**src/rtl/ssm_ctrl_pkg.sv**
```systemverilog
// Shared control package for the full-SSM datapath.
// State encoding, tiling defaults and width helpers.
package ssm_ctrl_pkg;

  localparam int unsigned DEF_H_TOTAL = 24;
  localparam int unsigned DEF_P_TOTAL = 64;
  localparam int unsigned DEF_N_TOTAL = 128;
  localparam int unsigned DEF_H_TILE  = 1;
  localparam int unsigned DEF_P_TILE  = 1;
  localparam int unsigned DEF_N_TILE  = 128;
  localparam int unsigned DEF_M_LAT   = 6;
  localparam int unsigned DEF_RD_LAT  = 1;

  typedef enum logic [2:0] {
    ST_FLUSH,
    ST_IDLE,
    ST_ISSUE,
    ST_DRAIN,
    ST_DONE
  } seq_state_e;

  function automatic int unsigned cw(
    input int unsigned v
  );
    return (v <= 1) ? 1 : $clog2(v);
  endfunction

  function automatic int unsigned head_tiles(
    input int unsigned h,
    input int unsigned ht
  );
    return h / ht;
  endfunction

  function automatic int unsigned n_tiles(
    input int unsigned h,
    input int unsigned p,
    input int unsigned n,
    input int unsigned ht,
    input int unsigned pt,
    input int unsigned nt
  );
    return (h / ht) * (p / pt) * (n / nt);
  endfunction

endpackage

```
**src/rtl/dah_tile_seq_tag_pipe.sv**
```systemverilog
// Valid+payload shift register with a mid and a tail tap.
// The mid payload is only carried as far as the mid tap.
module tag_pipe #(
  parameter int unsigned DEPTH = 7,
  parameter int unsigned TAP   = 1,
  parameter int unsigned MW    = 1,
  parameter int unsigned TW    = 1
) (
  input  logic          clk,
  input  logic          rstn,
  input  logic          v_i,
  input  logic [MW-1:0] m_i,
  input  logic [TW-1:0] t_i,
  output logic          mid_v_o,
  output logic [MW-1:0] mid_o,
  output logic          tail_v_o,
  output logic [TW-1:0] tail_o
);

  logic [DEPTH-1:0]         vld_q;
  logic [TAP-1:0][MW-1:0]   m_q;
  logic [DEPTH-1:0][TW-1:0] t_q;

  // shift valid and payloads one stage per cycle
  always_ff @(posedge clk) begin
    if (!rstn) begin
      vld_q <= '0;
      m_q   <= '0;
      t_q   <= '0;
    end else begin
      vld_q[0] <= v_i;
      m_q[0]   <= m_i;
      t_q[0]   <= t_i;
      for (int k = 1; k < DEPTH; k++) begin
        vld_q[k] <= vld_q[k-1];
        t_q[k]   <= t_q[k-1];
      end
      for (int k = 1; k < TAP; k++) begin
        m_q[k] <= m_q[k-1];
      end
    end
  end

  assign mid_v_o  = vld_q[TAP-1];
  assign mid_o    = m_q[TAP-1];
  assign tail_v_o = vld_q[DEPTH-1];
  assign tail_o   = t_q[DEPTH-1];

endmodule

```
**src/rtl/dah_tile_seq.sv**
```systemverilog
// Tile sequencer for the dA*hprev multiplier array.
// Issues reads, aligns dA selection and write-back.
module dah_tile_seq
  import ssm_ctrl_pkg::*;
#(
  parameter int unsigned H_TOTAL = DEF_H_TOTAL,
  parameter int unsigned P_TOTAL = DEF_P_TOTAL,
  parameter int unsigned N_TOTAL = DEF_N_TOTAL,
  parameter int unsigned H_TILE  = DEF_H_TILE,
  parameter int unsigned P_TILE  = DEF_P_TILE,
  parameter int unsigned N_TILE  = DEF_N_TILE,
  parameter int unsigned M_LAT   = DEF_M_LAT,
  parameter int unsigned RD_LAT  = DEF_RD_LAT,
  localparam int unsigned HT =
    head_tiles(H_TOTAL, H_TILE),
  localparam int unsigned T =
    n_tiles(H_TOTAL, P_TOTAL, N_TOTAL,
            H_TILE, P_TILE, N_TILE),
  localparam int unsigned AW = cw(T),
  localparam int unsigned HW = cw(HT)
) (
  input  logic          clk,
  input  logic          rstn,
  input  logic          start_i,
  input  logic          hold_i,
  output logic          busy_o,
  output logic          done_o,
  output logic          rd_en_o,
  output logic [AW-1:0] rd_addr_o,
  output logic          mul_valid_o,
  output logic [HW-1:0] h_idx_o,
  input  logic          mul_valid_i,
  output logic          wr_en_o,
  output logic [AW-1:0] wr_addr_o,
  output logic          err_o
);

  localparam int unsigned PT = P_TOTAL / P_TILE;
  localparam int unsigned NT = N_TOTAL / N_TILE;
  localparam int unsigned PN = PT * NT;
  localparam int unsigned D  = RD_LAT + M_LAT;
  localparam int unsigned FW = cw(D);
  localparam int unsigned IW = cw(D + 1) + 1;

  seq_state_e    state_q;
  logic [AW-1:0] cnt_q;
  logic [FW-1:0] flush_q;
  logic [IW-1:0] inf_q;
  logic [IW-1:0] inf_d;
  logic          busy_q;
  logic          done_q;
  logic          err_q;

  logic          rd_en;
  logic          wr_en;
  logic          err_now;
  logic [HW-1:0] hidx;
  logic          tail_v;
  logic [AW-1:0] tail_a;

  assign rd_en = (state_q == ST_ISSUE) && !hold_i;
  assign hidx  = HW'(32'(cnt_q) / PN);

  tag_pipe #(
    .DEPTH (D),
    .TAP   (RD_LAT),
    .MW    (HW),
    .TW    (AW)
  ) u_pipe (
    .clk      (clk),
    .rstn     (rstn),
    .v_i      (rd_en),
    .m_i      (hidx),
    .t_i      (cnt_q),
    .mid_v_o  (mul_valid_o),
    .mid_o    (h_idx_o),
    .tail_v_o (tail_v),
    .tail_o   (tail_a)
  );

  assign wr_en = (state_q != ST_FLUSH)
               && mul_valid_i && tail_v;

  // in-flight count: reads add, write-backs retire
  always_comb begin
    inf_d = inf_q;
    unique case (1'b1)
      (rd_en && !wr_en): inf_d = inf_q + 1'b1;
      (wr_en && !rd_en): inf_d = inf_q - 1'b1;
      default: ;
    endcase
  end

  // misaligned multiplier valid or start with work in flight
  always_comb begin
    err_now = 1'b0;
    if (state_q != ST_FLUSH) begin
      if (mul_valid_i != tail_v)
        err_now = 1'b1;
      if (state_q == ST_IDLE && start_i
          && inf_q != '0)
        err_now = 1'b1;
    end
  end

  // sequencer state, counters and registered flags
  always_ff @(posedge clk) begin
    if (!rstn) begin
      state_q <= ST_FLUSH;
      cnt_q   <= '0;
      flush_q <= '0;
      inf_q   <= '0;
      busy_q  <= 1'b0;
      done_q  <= 1'b0;
      err_q   <= 1'b0;
    end else begin
      inf_q <= inf_d;
      err_q <= err_q | err_now;
      unique case (state_q)
        ST_FLUSH: begin
          if (flush_q == FW'(D - 1))
            state_q <= ST_IDLE;
          else
            flush_q <= flush_q + 1'b1;
        end
        ST_IDLE: begin
          if (start_i) begin
            state_q <= ST_ISSUE;
            cnt_q   <= '0;
            busy_q  <= 1'b1;
          end
        end
        ST_ISSUE: begin
          if (rd_en) begin
            if (cnt_q == AW'(T - 1)) begin
              state_q <= ST_DRAIN;
              cnt_q   <= '0;
            end else begin
              cnt_q <= cnt_q + 1'b1;
            end
          end
        end
        ST_DRAIN: begin
          if (inf_d == '0) begin
            state_q <= ST_DONE;
            done_q  <= 1'b1;
          end
        end
        ST_DONE: begin
          state_q <= ST_IDLE;
          done_q  <= 1'b0;
          busy_q  <= 1'b0;
        end
        default: state_q <= ST_FLUSH;
      endcase
    end
  end

  assign busy_o    = busy_q;
  assign done_o    = done_q;
  assign rd_en_o   = rd_en;
  assign rd_addr_o = cnt_q;
  assign wr_en_o   = wr_en;
  assign wr_addr_o = tail_a;
  assign err_o     = err_q | err_now;

endmodule

```
**config.mk**
```make
export PLATFORM = sky130hd
export DESIGN_NAME = dah_tile_seq
export DESIGN_NICKNAME = d
export VERILOG_FILES = /design/src/rtl/ssm_ctrl_pkg.sv /design/src/rtl/dah_tile_seq_tag_pipe.sv /design/src/rtl/dah_tile_seq.sv
export SDC_FILE = /design/constraint.sdc
export NUM_CORES = 1
export LEC_CHECK = 0
export ABC_AREA = 1
export BUFFER_PORTS_ARGS = -buffer_cell sky130_fd_sc_hd__buf_2
export CORE_MARGIN = 1.5
export CORE_UTILIZATION = 45
export DETAILED_ROUTE_END_ITERATION = 10
export PLACE_DENSITY = 0.68
export SYNTH_ARGS = -nofsm -noshare
export SYNTH_HDL_FRONTEND = slang
export SYNTH_HIERARCHICAL = 1
export SYNTH_SLANG_ARGS = --single-unit
```
**constraint.sdc**
```tcl
create_clock -name clk -period 3.7 [get_ports clk]
set_clock_uncertainty 0.1 [all_clocks]
set_input_delay 0.74 -clock clk [delete_from_list [all_inputs] [get_ports clk]]
set_output_delay 0.74 -clock clk [all_outputs]
set_load 0.02 [all_outputs]
```
==> qor.txt, run 1 <==
GRT overflow: 0
I/O Pins: 38
Worst VDD drop: 0.394 mV
Resized Gates After CTS: 0
CP max-delay cell: dfxtp_1
Most frequent cells in the layout: nand2_1, inv_1, dfxtp_1
# fillers: 775
Worst EP arrival: 1.88 ns
Final Wtd Congestion: 0.757
DP Wirelength: 3.61 mm
Via count: 2665
Hold WC Path Type: reg2reg
Most frequent CP cell: inv_1
Commonest non-fill, non-tap cell in the layout: nand2_1
Site row count: 34
Status: finished clean
WL final: 5.79 mm
Pwr dens: 704 nW/um2
Max Clk Rate: 0.368 GHz
Clock slew at reported path FFs: 0.06 ns
Antenna violations before repair: 0
Final Net Count: 518
Die width: 96.8 um
Synth Area per Inst: 8.38 um2
Worst slew pin tran: 0.763 ns
Final hold slack: 0.306 ns
First-pass GRT wire length: 10.1 mm
Routed vias/inst: 4.24
Postcts setup bufs: 0
Num CTS Buffers: 17
Startpoint Class: flip-flop
Antenna diodes: 0
Non-Filler Instances: 629
Tot GR Track Use: 0.134
Final period utilization: 0.735
Final setup viols: 0
Fraction of layout cells with a size suffix above 1: 0.179
Synth unique cells: 35
Clk root buf: clkbuf_8
Sequential area share after synthesis: 0.571
Die height: 96.8 um
CTS max path bufs: 2
Max-slew violation count: 0
Main synth FF type: dfxtp_1
# hold bufs at CTS: 0
Final hold viol count: 0
Crit path max fanout: 4
Critical path capture point type: primary output
Vias in the first global route: 2451
Layout area overhead: 19.2%
CP Cell Sequence: inv_1 -> nor3_1 -> inv_1 -> nor2_1 -> inv_1 -> o22ai_1 -> nand2_1 -> nand2_1 -> buf_2
Starting Density: 0.459
CP required: 2.86 ns
Slew headroom: 0.491
DRT Pass-1 Iters: 4
H-Tree Depth: 4
Die area: 9380 um2
Synth Cell Area: 3960 um2
Setup TNS: 0 ns
Clk_lat worst skew: 0.50 ns
Setup Crit Path Kind: reg2out
DR iter-0 viols: 128
Crit path largest cell delay: 0.37 ns
Largest net degree at the start of global routing: 89
EDFF count, synth: 0
Final Util: 0.547
IO Port Bufs: 37
Synth async-reset ratio: 0
Wire per inst: 9.20 um
Max-cap viol count: 0
Synth Register Bits: 113
RSZ-0062 raised after global routing: no
CTS tree: yes
LEAKAGE: 2.72 nW
Placed Instances: 597
DR DRC count: 0
CORE AREA: 8640 um2
Yosys Warn Count: 6
DRT antenna net count: 0
Final min period: 2.72 ns
Clock Sink Count: 113
Cells after synthesis: 473
Syn nets: 483
## critical path: cells and delay by family, from the launching register on
kind                   cells  cell delay [ns]
and+or+nand+nor            4             0.43
AOI/OAI and AO/OA          1             0.11
buffers and inverters      4             0.47
DFF                        1             0.37
## per-layer routing
metal  GRT usage  share of wire
met1       0.152           0.47
met2       0.215           0.46
met3      0.0484          0.048
met4      0.0792          0.027
met5           0              0
## cells by family (layout without fill, tap and decap cells)
logic type | count (synthesis) | count (layout) | share of synthesized area
xor+xnor | 3 | 3 | 0.00663
simple gates | 179 | 179 | 0.199
fa+ha+maj | 5 | 5 | 0.0158
flops | 113 | 113 | 0.571
buf+inv | 143 | 191 | 0.155
compound gates | 30 | 30 | 0.0527
## area by class of cell
class                           count  area, um2  share of cell area
Sequential cell                   113       2260               0.479
Multi-Input combinational cell    217       1080               0.230
Inverter                          121        457              0.0967
Timing Repair Buffer               38        193              0.0408
Tap cell                          108        135              0.0286
Clock buffer                       17        414              0.0877
Clock inverter                     15        176              0.0374
## flip-flops by register name, summed over array words and instances, names as in the netlist
signal,flops
busy_o,1
done_o,1
err_q,1
flush_q,3
inf_q,4
rd_addr_o,11
state_q,3
u_pipe/mid_o,5
u_pipe/t_q,66
u_pipe/tail_o,11
u_pipe/vld_q,7
## path summary, 6_finish.rpt
path	start	end	slack [ns]	depth (start not counted)
max	state_q[0]$_SDFFE_PN0P_	err_o	0.98	9
min	u_pipe/t_q[23]$_SDFF_PN0_	u_pipe/t_q[34]$_SDFF_PN0_	0.31	2
max reg2reg	state_q[1]$_SDFFE_PN0P_	state_q[0]$_SDFFE_PN0P_	1.32	17
min reg2reg	u_pipe/t_q[23]$_SDFF_PN0_	u_pipe/t_q[34]$_SDFF_PN0_	0.31	2
## stage by stage
step | area (um2) | setup WS (ns) | power, W
2_1_floorplan | 3960 | 1.16 | 0.00168
3_3_place_gp | 4130 | 1.11 | 0.00176
3_5_place_dp | 4130 | 0.983 | 0.00178
4_1_cts | 4720 | 0.963 | 0.00337
5_1_grt | 4720 | 0.775 | 0.00348
6_report | 4720 | 0.981 | 0.00332
## report_power, final
part | switching [W] | total [W] | leakage, nW | internal (W)
clock | 0.000590 | 0.00157 | 0.284 | 0.000978
sequential | 0.0000457 | 0.00132 | 0.912 | 0.00128
combinational | 0.000301 | 0.000435 | 1.52 | 0.000134
total | 0.000936 | 0.00332 | 2.72 | 0.00239
## Yosys cell counts, types with 3 or more instances
library cell,n,area share
inv_1,118,0.11
buf_6,3,0.0085
buf_4,12,0.023
nor2_1,21,0.020
nand4_1,3,0.0047
nor3_1,7,0.0088
nor2_2,3,0.0047
buf_2,7,0.0088
a21oi_1,16,0.020
nand2_1,122,0.12
nand3_1,9,0.011
ha_1,5,0.016
o21ai_0,3,0.0038
nand2_2,5,0.0079
nand3_2,3,0.0076
dfxtp_1,113,0.57
No activity file was read; power rests on OpenSTA's default activity.
==> inputs of run 2 (changes only) <==
--- a/config.mk
+++ b/config.mk
@@ -5,12 +5,12 @@
 export SDC_FILE = /design/constraint.sdc
 export NUM_CORES = 1
 export LEC_CHECK = 0
-export ABC_AREA = 1
+export ABC_AREA = 0
 export BUFFER_PORTS_ARGS = -buffer_cell sky130_fd_sc_hd__buf_2
 export CORE_MARGIN = 1.5
 export CORE_UTILIZATION = 45
 export DETAILED_ROUTE_END_ITERATION = 10
-export PLACE_DENSITY = 0.68
+export PLACE_DENSITY = 0.69
 export SYNTH_ARGS = -nofsm -noshare
 export SYNTH_HDL_FRONTEND = slang
 export SYNTH_HIERARCHICAL = 1
==> constraint.sdc (replaced) <==
create_clock -name clk -period 2.7 [get_ports clk]
set_clock_uncertainty 0.1 [all_clocks]
set_input_delay 0.54 -clock clk [delete_from_list [all_inputs] [get_ports clk]]
set_output_delay 0.54 -clock clk [all_outputs]
set_load 0.02 [all_outputs]
==> qor.txt, run 2 <==
Status: finished clean
Main synth FF type: dfxtp_1
Via count: 2352
Seq pwr share: 0.412
Die height: 94.7 um
Final hold viol count: 0
Starting Density: 0.463
Synth Area per Inst: 10.8 um2
DP Wirelength: 3.56 mm
Area share of the largest cell type after synthesis: 0.598
Crit path max fanout: 4
Most common library cells after synthesis: dfxtp_1, and2_1, nor2_1
Clk_lat worst skew: 0.50 ns
Switch Pwr: 0.000925 W
Commonest non-fill, non-tap cell in the layout: dfxtp_1
Synth Cell Area: 3780 um2
Final period utilization: 1.00
GRT overflow: 0
Hold WC Path Type: reg2reg
# fillers: 674
Area leader, netlist: dfxtp_1
Setup TNS: 0 ns
Max-cap viol count: 0
Switching part of the total: 0.220
Pwr dens: 885 nW/um2
Max Clk Rate: 0.370 GHz
Antenna diodes: 0
Layout area overhead: 25.5%
Largest Register: u_pipe/t_q
CP required: 2.98 ns
Max reg flops: 66
Routed vias/inst: 4.55
Clock slew at reported path FFs: 0.06 ns
Max-slew violation count: 0
Main combinational cell family by area after synthesis: simple AND/OR/NAND/NOR gates
Most frequent cells in the layout: dfxtp_1, and2_1, buf_2
Synth Area in Compound Gates: 0.0641
Num CTS Buffers: 17
Top cells by area, synth: dfxtp_1, and2_1, buf_4, xor2_1, ha_1
Vias in the first global route: 2122
Buf/Inv on CP: 0
CTS tree: yes
Synth Area in Adders: 0.0165
Synth async-reset ratio: 0
Non-Filler Instances: 517
Clock Power Share: 0.516
Most frequent cell after synthesis: dfxtp_1
Final Net Count: 409
LEAKAGE: 2.05 nW
CTS max path bufs: 2
Simple-gate share of the synthesized area: 0.238
Setup Crit Path Kind: reg2reg
CP max-delay cell: or4b_1
RSZ-0062 raised after global routing: yes
Final min period: 2.70 ns
WL final: 5.86 mm
Worst slack, placed: -0.170 ns
# hold bufs at CTS: 0
Synth unique cells: 48
Yosys Warn Count: 6
Multiplexer share of the synthesized area: 0.00529
Clock Sink Count: 113
IO Port Bufs: 37
Wire per inst: 11.3 um
Cells after synthesis: 349
Clk root buf: clkbuf_8
CORE AREA: 8180 um2
Die area: 8970 um2
Combinational power share: 0.072
H-Tree Depth: 4
Final setup viols: 0
Tot GR Track Use: 0.141
Largest net degree at the start of global routing: 69
Die width: 94.7 um
Critical path capture point type: flip-flop
Antenna violations before repair: 0
Worst VDD drop: 0.466 mV
Site row count: 33
Crit path largest cell delay: 0.47 ns
Final Wtd Congestion: 0.838
Placed inst area: 4080 um2
Fin area: 4750 um2
Placed Instances: 484
DRT antenna net count: 0
Final worst-path setup slack: 0.000668 ns
Worst EP arrival: 2.98 ns
First-pass GRT wire length: 9.40 mm
DRT Pass-1 Iters: 4
Fraction of layout cells with a size suffix above 1: 0.255
I/O Pins: 38
Worst slew pin tran: 0.763 ns
Startpoint Class: flip-flop
Worst path top cell family by delay: simple AND/OR/NAND/NOR gates
Sequential area share after synthesis: 0.598
Int Power: 0.00328 W
DR iter-0 viols: 99
Syn nets: 359
Synth Register Bits: 113
Slew headroom: 0.485
DR DRC count: 0
EDFF count, synth: 0
Synth Area in XOR/XNOR: 0.0301
CP Cell Sequence: nor2_2 -> nand2_1 -> or2_4 -> ha_4 -> or4b_1 -> or3_4 -> a31oi_4 -> xnor2_2 -> o311a_4 -> o32ai_1
-- run 2: cell types whose count changed in the layout (fill, tap and decap cells not counted), sizes merged, moves of 7 or more --
cell and delta:
nand3 -8, nand2 -116, inv -118, and2 +93, a21oi -12, nor2 -8, nor3 -8, buf +17
xor2 +7
-- run 2: power by group through the flow --
| stage | combinational [W] | clock, W | sequential (W) |
|---|---|---|---|
| 2_1_floorplan | 0.000191 | 0 | 0.00176 |
| 3_3_place_gp | 0.000275 | 0 | 0.00176 |
| 3_5_place_dp | 0.000283 | 0 | 0.00176 |
| 4_1_cts | 0.000285 | 0.00221 | 0.00172 |
| 5_1_grt | 0.000330 | 0.00230 | 0.00173 |
| 6_report | 0.000303 | 0.00217 | 0.00173 |
-- run 2: path summary, 6_finish.rpt --
path,startpoint,to,slack [ns],cells after the start
min reg2reg,u_pipe/t_q[50]$_SDFF_PN0_,u_pipe/t_q[61]$_SDFF_PN0_,0.32,1
max reg2reg,state_q[0]$_SDFFE_PN0P_,state_q[1]$_SDFFE_PN0P_,0.0007,10
max,state_q[0]$_SDFFE_PN0P_,state_q[1]$_SDFFE_PN0P_,0.0007,10
min,u_pipe/t_q[50]$_SDFF_PN0_,u_pipe/t_q[61]$_SDFF_PN0_,0.32,1
-- run 2: cell type report --
| type | count | area (um2) | area share |
|---|---|---|---|
| clock inverter | 13 | 161 | 0.0340 |
| tap | 105 | 131 | 0.0277 |
| timing repair buffer | 55 | 320 | 0.0674 |
| multi-input combinational | 205 | 1410 | 0.297 |
| clock buffer | 19 | 432 | 0.0909 |
| sequential | 113 | 2270 | 0.477 |
| inverter | 7 | 26.3 | 0.00553 |
-- run 2: worst reg2reg max path, cell delays in order, from the launching register on --
cell,delay (ns)
dfxtp_4,0.36
nor2_2,0.09
nand2_1,0.09
or2_4,0.26
ha_4,0.16
or4b_1,0.47
or3_4,0.39
a31oi_4,0.19
xnor2_2,0.16
o311a_4,0.24
o32ai_1,0.06
-- run 2: routing by layer --
metal  global-route usage  vias to the layer above  share of wire
met5                    0                        -              0
met4               0.0771                        0          0.011
met3               0.0628                        7          0.055
met2                0.214                       55           0.47
met1                0.165                     1056           0.47
li1                     -                     1234              -
-- run 2: cells by family (layout without fill, tap and decap cells) --
family,after synthesis,after routing
flops,113,113
buf+inv,31,94
xor+xnor,13,13
compound gates,33,33
fa+ha+maj,5,5
simple gates,152,152
mux,2,2
-- run 2: per-stage QoR --
stage	total power (W)	hold WS, ns	util
CTS	0.00422	0.315	0.571
global route	0.00436	0.335	0.581
floorplan	0.00195	0.306	-
detailed placement	0.00204	0.317	0.498
finish	0.00420	0.325	0.581
global placement	0.00203	0.313	0.498
-- run 2: repair_timing --
action                                  in CTS  in global routing
resized for setup                            0                 16
setup buffers                                0                  1
endpoints found under the setup margin       0                  6
